[config.mk]
export PLATFORM = sky130hd
export DESIGN_NAME = pipe_skid_stage
export DESIGN_NICKNAME = d
export VERILOG_FILES = /design/src/rtl/pipe_pkg.sv /design/src/rtl/pipe_sat_counter.sv /design/src/rtl/pipe_skid_stage.sv
export SDC_FILE = /design/constraint.sdc
export NUM_CORES = 1
export LEC_CHECK = 0
export BUFFER_PORTS_ARGS = -buffer_cell sky130_fd_sc_hd__buf_2
export CORE_ASPECT_RATIO = 1.5
export CORE_UTILIZATION = 55
export CTS_BUF_LIST = sky130_fd_sc_hd__clkbuf_4 sky130_fd_sc_hd__clkbuf_8 sky130_fd_sc_hd__clkbuf_16
export DETAILED_ROUTE_END_ITERATION = 8
export PLACE_DENSITY = 0.86
export SETUP_SLACK_MARGIN = 0.3
export SLEW_MARGIN = 20
export SYNTH_ARGS = -nofsm -noshare
export SYNTH_HDL_FRONTEND = slang
export SYNTH_SLANG_ARGS = --single-unit
[constraint.sdc]
create_clock -name clk -period 6.1 [get_ports clk]
set_input_delay 1.22 -clock clk [delete_from_list [all_inputs] [get_ports clk]]
set_output_delay 1.22 -clock clk [all_outputs]
set_load 0.01 [all_outputs]
[src/rtl/pipe_pkg.sv]
// Shared pipeline-stage definitions: state encoding and occupancy constants
// reused by every stage in the pipeline.
package pipe_pkg;

  typedef enum logic [1:0] {
    EMPTY = 2'd0,
    BUSY  = 2'd1,
    FULL  = 2'd2
  } pipe_state_e;

  localparam logic [1:0] OCC_EMPTY = 2'd0;
  localparam logic [1:0] OCC_BUSY  = 2'd1;
  localparam logic [1:0] OCC_FULL  = 2'd2;

  function automatic logic [1:0] occ_of(input pipe_state_e st);
    case (st)
      EMPTY:   occ_of = OCC_EMPTY;
      BUSY:    occ_of = OCC_BUSY;
      FULL:    occ_of = OCC_FULL;
      default: occ_of = OCC_EMPTY;
    endcase
  endfunction

endpackage

[src/rtl/pipe_sat_counter.sv]
// Saturating event counter; sticks at all-ones and only clears on reset.
module pipe_sat_counter #(
  parameter int CNT_W = 16
) (
  input  logic             clk,
  input  logic             rst,
  input  logic             inc,
  output logic [CNT_W-1:0] count
);

  localparam logic [CNT_W-1:0] CNT_MAX = {CNT_W{1'b1}};
  localparam logic [CNT_W-1:0] CNT_ONE = {{(CNT_W-1){1'b0}}, 1'b1};

  logic [CNT_W-1:0] count_r;

  // Count qualifying cycles, holding at the maximum value.
  always_ff @(posedge clk or posedge rst) begin
    if (rst) begin
      count_r <= '0;
    end else if (inc && (count_r != CNT_MAX)) begin
      count_r <= count_r + CNT_ONE;
    end else begin
      count_r <= count_r;
    end
  end

  assign count = count_r;

endmodule

[src/rtl/pipe_skid_stage.sv]
// Two-entry skid pipeline stage: full-throughput valid/ready register slice
// whose upstream ready comes straight from state flops.
module pipe_skid_stage
  import pipe_pkg::*;
#(
  parameter int WIDTH = 32,
  parameter int CNT_W = 16
) (
  input  logic             clk,
  input  logic             rst,
  input  logic             flush,
  input  logic             in_valid,
  output logic             in_ready,
  input  logic [WIDTH-1:0] in_data,
  output logic             out_valid,
  input  logic             out_ready,
  output logic [WIDTH-1:0] out_data,
  output logic [1:0]       occupancy,
  output logic [CNT_W-1:0] stall_cnt
);

  pipe_state_e      state_r;
  logic [WIDTH-1:0] main_r;
  logic [WIDTH-1:0] skid_r;
  logic             accept_s;
  logic             take_s;
  logic             stall_s;

  // Handshake flags are pure decodes of state, so in_ready never sees out_ready.
  assign in_ready  = (state_r != FULL);
  assign out_valid = (state_r != EMPTY);
  assign occupancy = occ_of(state_r);
  assign out_data  = main_r;
  assign accept_s  = in_valid & in_ready;
  assign take_s    = out_valid & out_ready;
  assign stall_s   = out_valid & ~out_ready;

  // State and payload registers; flush wins over every handshake.
  always_ff @(posedge clk or posedge rst) begin
    if (rst) begin
      state_r <= EMPTY;
      main_r  <= '0;
      skid_r  <= '0;
    end else if (flush) begin
      state_r <= EMPTY;
      main_r  <= '0;
      skid_r  <= '0;
    end else begin
      case (state_r)
        EMPTY: begin
          if (accept_s) begin
            state_r <= BUSY;
            main_r  <= in_data;
          end
        end
        BUSY: begin
          if (accept_s && take_s) begin
            main_r <= in_data;
          end else if (accept_s) begin
            state_r <= FULL;
            skid_r  <= in_data;
          end else if (take_s) begin
            state_r <= EMPTY;
          end
        end
        FULL: begin
          // in_ready is low here, so only the downstream side can move.
          if (take_s) begin
            state_r <= BUSY;
            main_r  <= skid_r;
          end
        end
        default: begin
          state_r <= EMPTY;
          main_r  <= '0;
          skid_r  <= '0;
        end
      endcase
    end
  end

  pipe_sat_counter #(
    .CNT_W(CNT_W)
  ) u_stall_cnt (
    .clk  (clk),
    .rst  (rst),
    .inc  (stall_s),
    .count(stall_cnt)
  );

endmodule

==> results by group <==
Run status
  • Status: complete, no violations

Timing
  • RSZ-0062 raised after global routing: no
  • Sum Neg Setup Slack: 0 ps
  • Final period util: 0.472
  • Clk_skew: between 10 and 15 ps
  • Hold Fails Final Rpt: 0
  • Max-slew headroom: 0.508
  • Max Fclk: 0.348 GHz
  • Fin. max-slew vios: 0
  • Actual slew at the worst max-slew pin: 738 ps
  • Final min period: 2880 ps
  • # setup viols final: 0

Clock tree
  • Number of buffers created by CTS: 9
  • Num Clock Sinks: 82
  • Clk_lat worst skew: between 300 and 400 ps
  • Post-CTS setup buffer count: 0
  • CTS tree: yes
  • Root Driver: clkbuf_8
  • Clock Path Buffers: 2
  • Max H-tree Level: 3
  • Post_cts resized: 0
  • Hold buffer count at CTS: 0
  • Worst-path clk slew: 70 ps

Run
  • Max_cap viols: 0

Floorplanning
  • Core ar.: 6580 sq um
  • I/O Pins: 89
  • Die Wd: 69.9 microns
  • Row count: 36
  • Die extent in y: 104 microns
  • Starting Density: 0.579
  • Die ar.: 7270 sq um

Worst setup path
  • Peak fanout along the critical path: 18
  • Startpoint type of the worst setup path: register
  • Endpoint type of the worst setup path: output pin
  • Worst r2r path cells: 3
  • WS Path Type: reg -> out
  • Reg2reg end: skid_r[0]
  • RR Startpoint: state_r[1]
  • Worst Path Required: 4880 ps
  • Worst R2R Setup Slack: 3690 ps
  • Critical Path AT: 1660 ps

Route
  • Post-route ant nets: 0
  • Top Layer Used: met4
  • Met3 WL post-DR: 418 microns
  • Vias post-DR: 3035
  • DRT iter0 DRCs: 296
  • Met2 wire length: 4.54 mm
  • # DRC: 0
  • First-pass DRT Iterations: 4
  • Final WL: around 8.5 mm
  • Routed len/inst: 16.6 microns
  • Wl on met1: 3.37 mm
  • Routed vias/inst: just under 6

Power and ir drop
  • Worst vdd ir: 0.194 mV
  • P per Cell Area: ~280 nW/um^2
  • Leakage: 2.25 nW

Placed design
  • Placed instance count: about 490
  • Global placement routability congestion: about 0.84
  • PortBufs: 88
  • Dpl hpwl: roughly 5.7 mm
  • Cell area after placement: 4230 sq um

Yosys
  • Count of state elements after synthesis: 82
  • Sequential share of the synthesized area: 0.539
  • Synth unique cells: 40
  • Post-Syn Area: 3810 sq um
  • Net Count, Synth: 387
  • Post-Syn Instances: around 350
  • Yosys warns: 0
  • Mapped Avg Cell Area: 10.9 sq um

Worst hold path
  • Hold Startpoint: out_data[24]
  • Worst Hold Class: reg -> reg
  • Min-Delay Endpoint: out_data[24]
  • Worst hold stages: 2

Layout
  • Fin cells: 510
  • Most common cell after layout, fill and taps aside: buf_2
  • P&R area growth vs syn: 16.7%
  • Most frequent cells in the layout: buf_2 (88), dfrtp_1 (82), nand2_1 (49)
  • Share of layout cells above drive strength 1: 0.329
  • Layout Cell Area excl Fill: 4440 sq um
  • Number of antenna repair diodes: 0
  • Net count, final: approximately 470
  • Final core utilization: 0.676

Global route
  • Vias in the first global route: 2938
  • Largest net degree at the start of global routing: 83
  • First-pass GRT wire length: 14.3 mm
  • Antenna violations before repair: 0
  • Global route overflow: 0
  • GRT Overall Usage: 0.250
-- metal layers --
| metal | vias up | global-route usage |
|---|---|---|
| met3 | 13 | 0.0610 |
| met5 | - | 0 |
| met2 | 104 | 0.408 |
| li1 | 1423 | - |
| met4 | 0 | 0.0929 |
| met1 | 1495 | 0.320 |
-- flip-flops by register name, summed over array words and instances (netlist names) --
name	count
out_data	32
skid_r	32
u_stall_cnt.count	16
state_r	2
-- cell families (layout without fill, tap and decap cells) --
group | Yosys count | count (layout) | share of synthesized area
buffers and inverters | 31 | 116 | 0.0486
DFF | 82 | 82 | 0.539
AOI/OAI and AO/OA | 98 | 98 | 0.192
muxes | 16 | 16 | 0.0473
xor gates and xnor gates | 11 | 11 | 0.0253
and+or+nand+nor | 110 | 110 | 0.145
adders and majority gates | 1 | 1 | 0.00328
-- synth_stat cells --
library cell,count,area (sq um)
a211oi_4,1,20.0
nor4b_2,1,15.0
a22oi_1,24,180
nand2b_2,1,8.76
o211ai_1,1,7.51
a2bb2oi_1,1,8.76
xor2_1,9,78.8
o21a_1,2,15.0
ha_1,1,12.5
o21ai_2,7,61.3
buf_6,7,78.8
o21ai_0,13,65.1
nor2b_1,4,25.0
nor3_1,4,20.0
nand3_1,5,25.0
o41ai_1,1,8.76
a211oi_1,2,15.0
nand2_1,49,184
buf_4,3,22.5
o21ba_4,1,16.3
inv_1,7,26.3
xnor2_1,2,17.5
dfrtp_1,82,2050
and4_1,1,8.76
buf_2,4,20.0
nor4_1,5,31.3
nand4_1,4,25.0
mux2_2,16,180
nor2_2,1,6.26
a21oi_1,12,60.1
a21o_1,1,7.51
a22o_1,19,166
nand2b_4,1,13.8
nor4_2,1,12.5
and3_1,15,93.8
nand3_4,1,17.5
clkbuf_1,10,37.5
nor2_1,16,60.1
or2_2,1,6.26
o31ai_1,13,97.6
-- power by group --
group          internal [mW]  switching [mW]
Sequential             0.590          0.0417
Clock                  0.225           0.184
Combinational         0.0860           0.121
-- worst max path at each step --
stage,start,endpoint
after floorplan,rst,out_data[0]
after global placement,flush,skid_r[0]
after detailed placement,flush,skid_r[0]
after CTS,flush,skid_r[19]
after global routing,state_r[1],occupancy[1]
final,state_r[1],occupancy[1]
-- layout make-up --
cell class	instances	area [sq um]
multi-input cells	236	1580
repair buffers	93	482
flip-flops and latches	82	2050
inverters	7	27.5
fillers	536	2130
well taps	76	95.1
clock inverters	2	35.0
clock buffers	14	174
-- critical path, cell delays in order (launching register included) --
cell and delay (ps):
dfrtp_1 820, nand2b_4 90, inv_1 210, buf_2 180
-- stage by stage --
step / power [mW] / setup WS [ps] / hold slack (ps)
2_1_floorplan: 0.771 / 2770 / 474
5_1_grt: 1.31 / 3100 / 496
3_3_place_gp: 0.840 / 2710 / 455
4_1_cts: 1.26 / 3010 / 477
6_report: 1.25 / 3220 / 472
3_5_place_dp: 0.850 / 2670 / 461
Note: power is estimated with default switching activity, not from simulation.
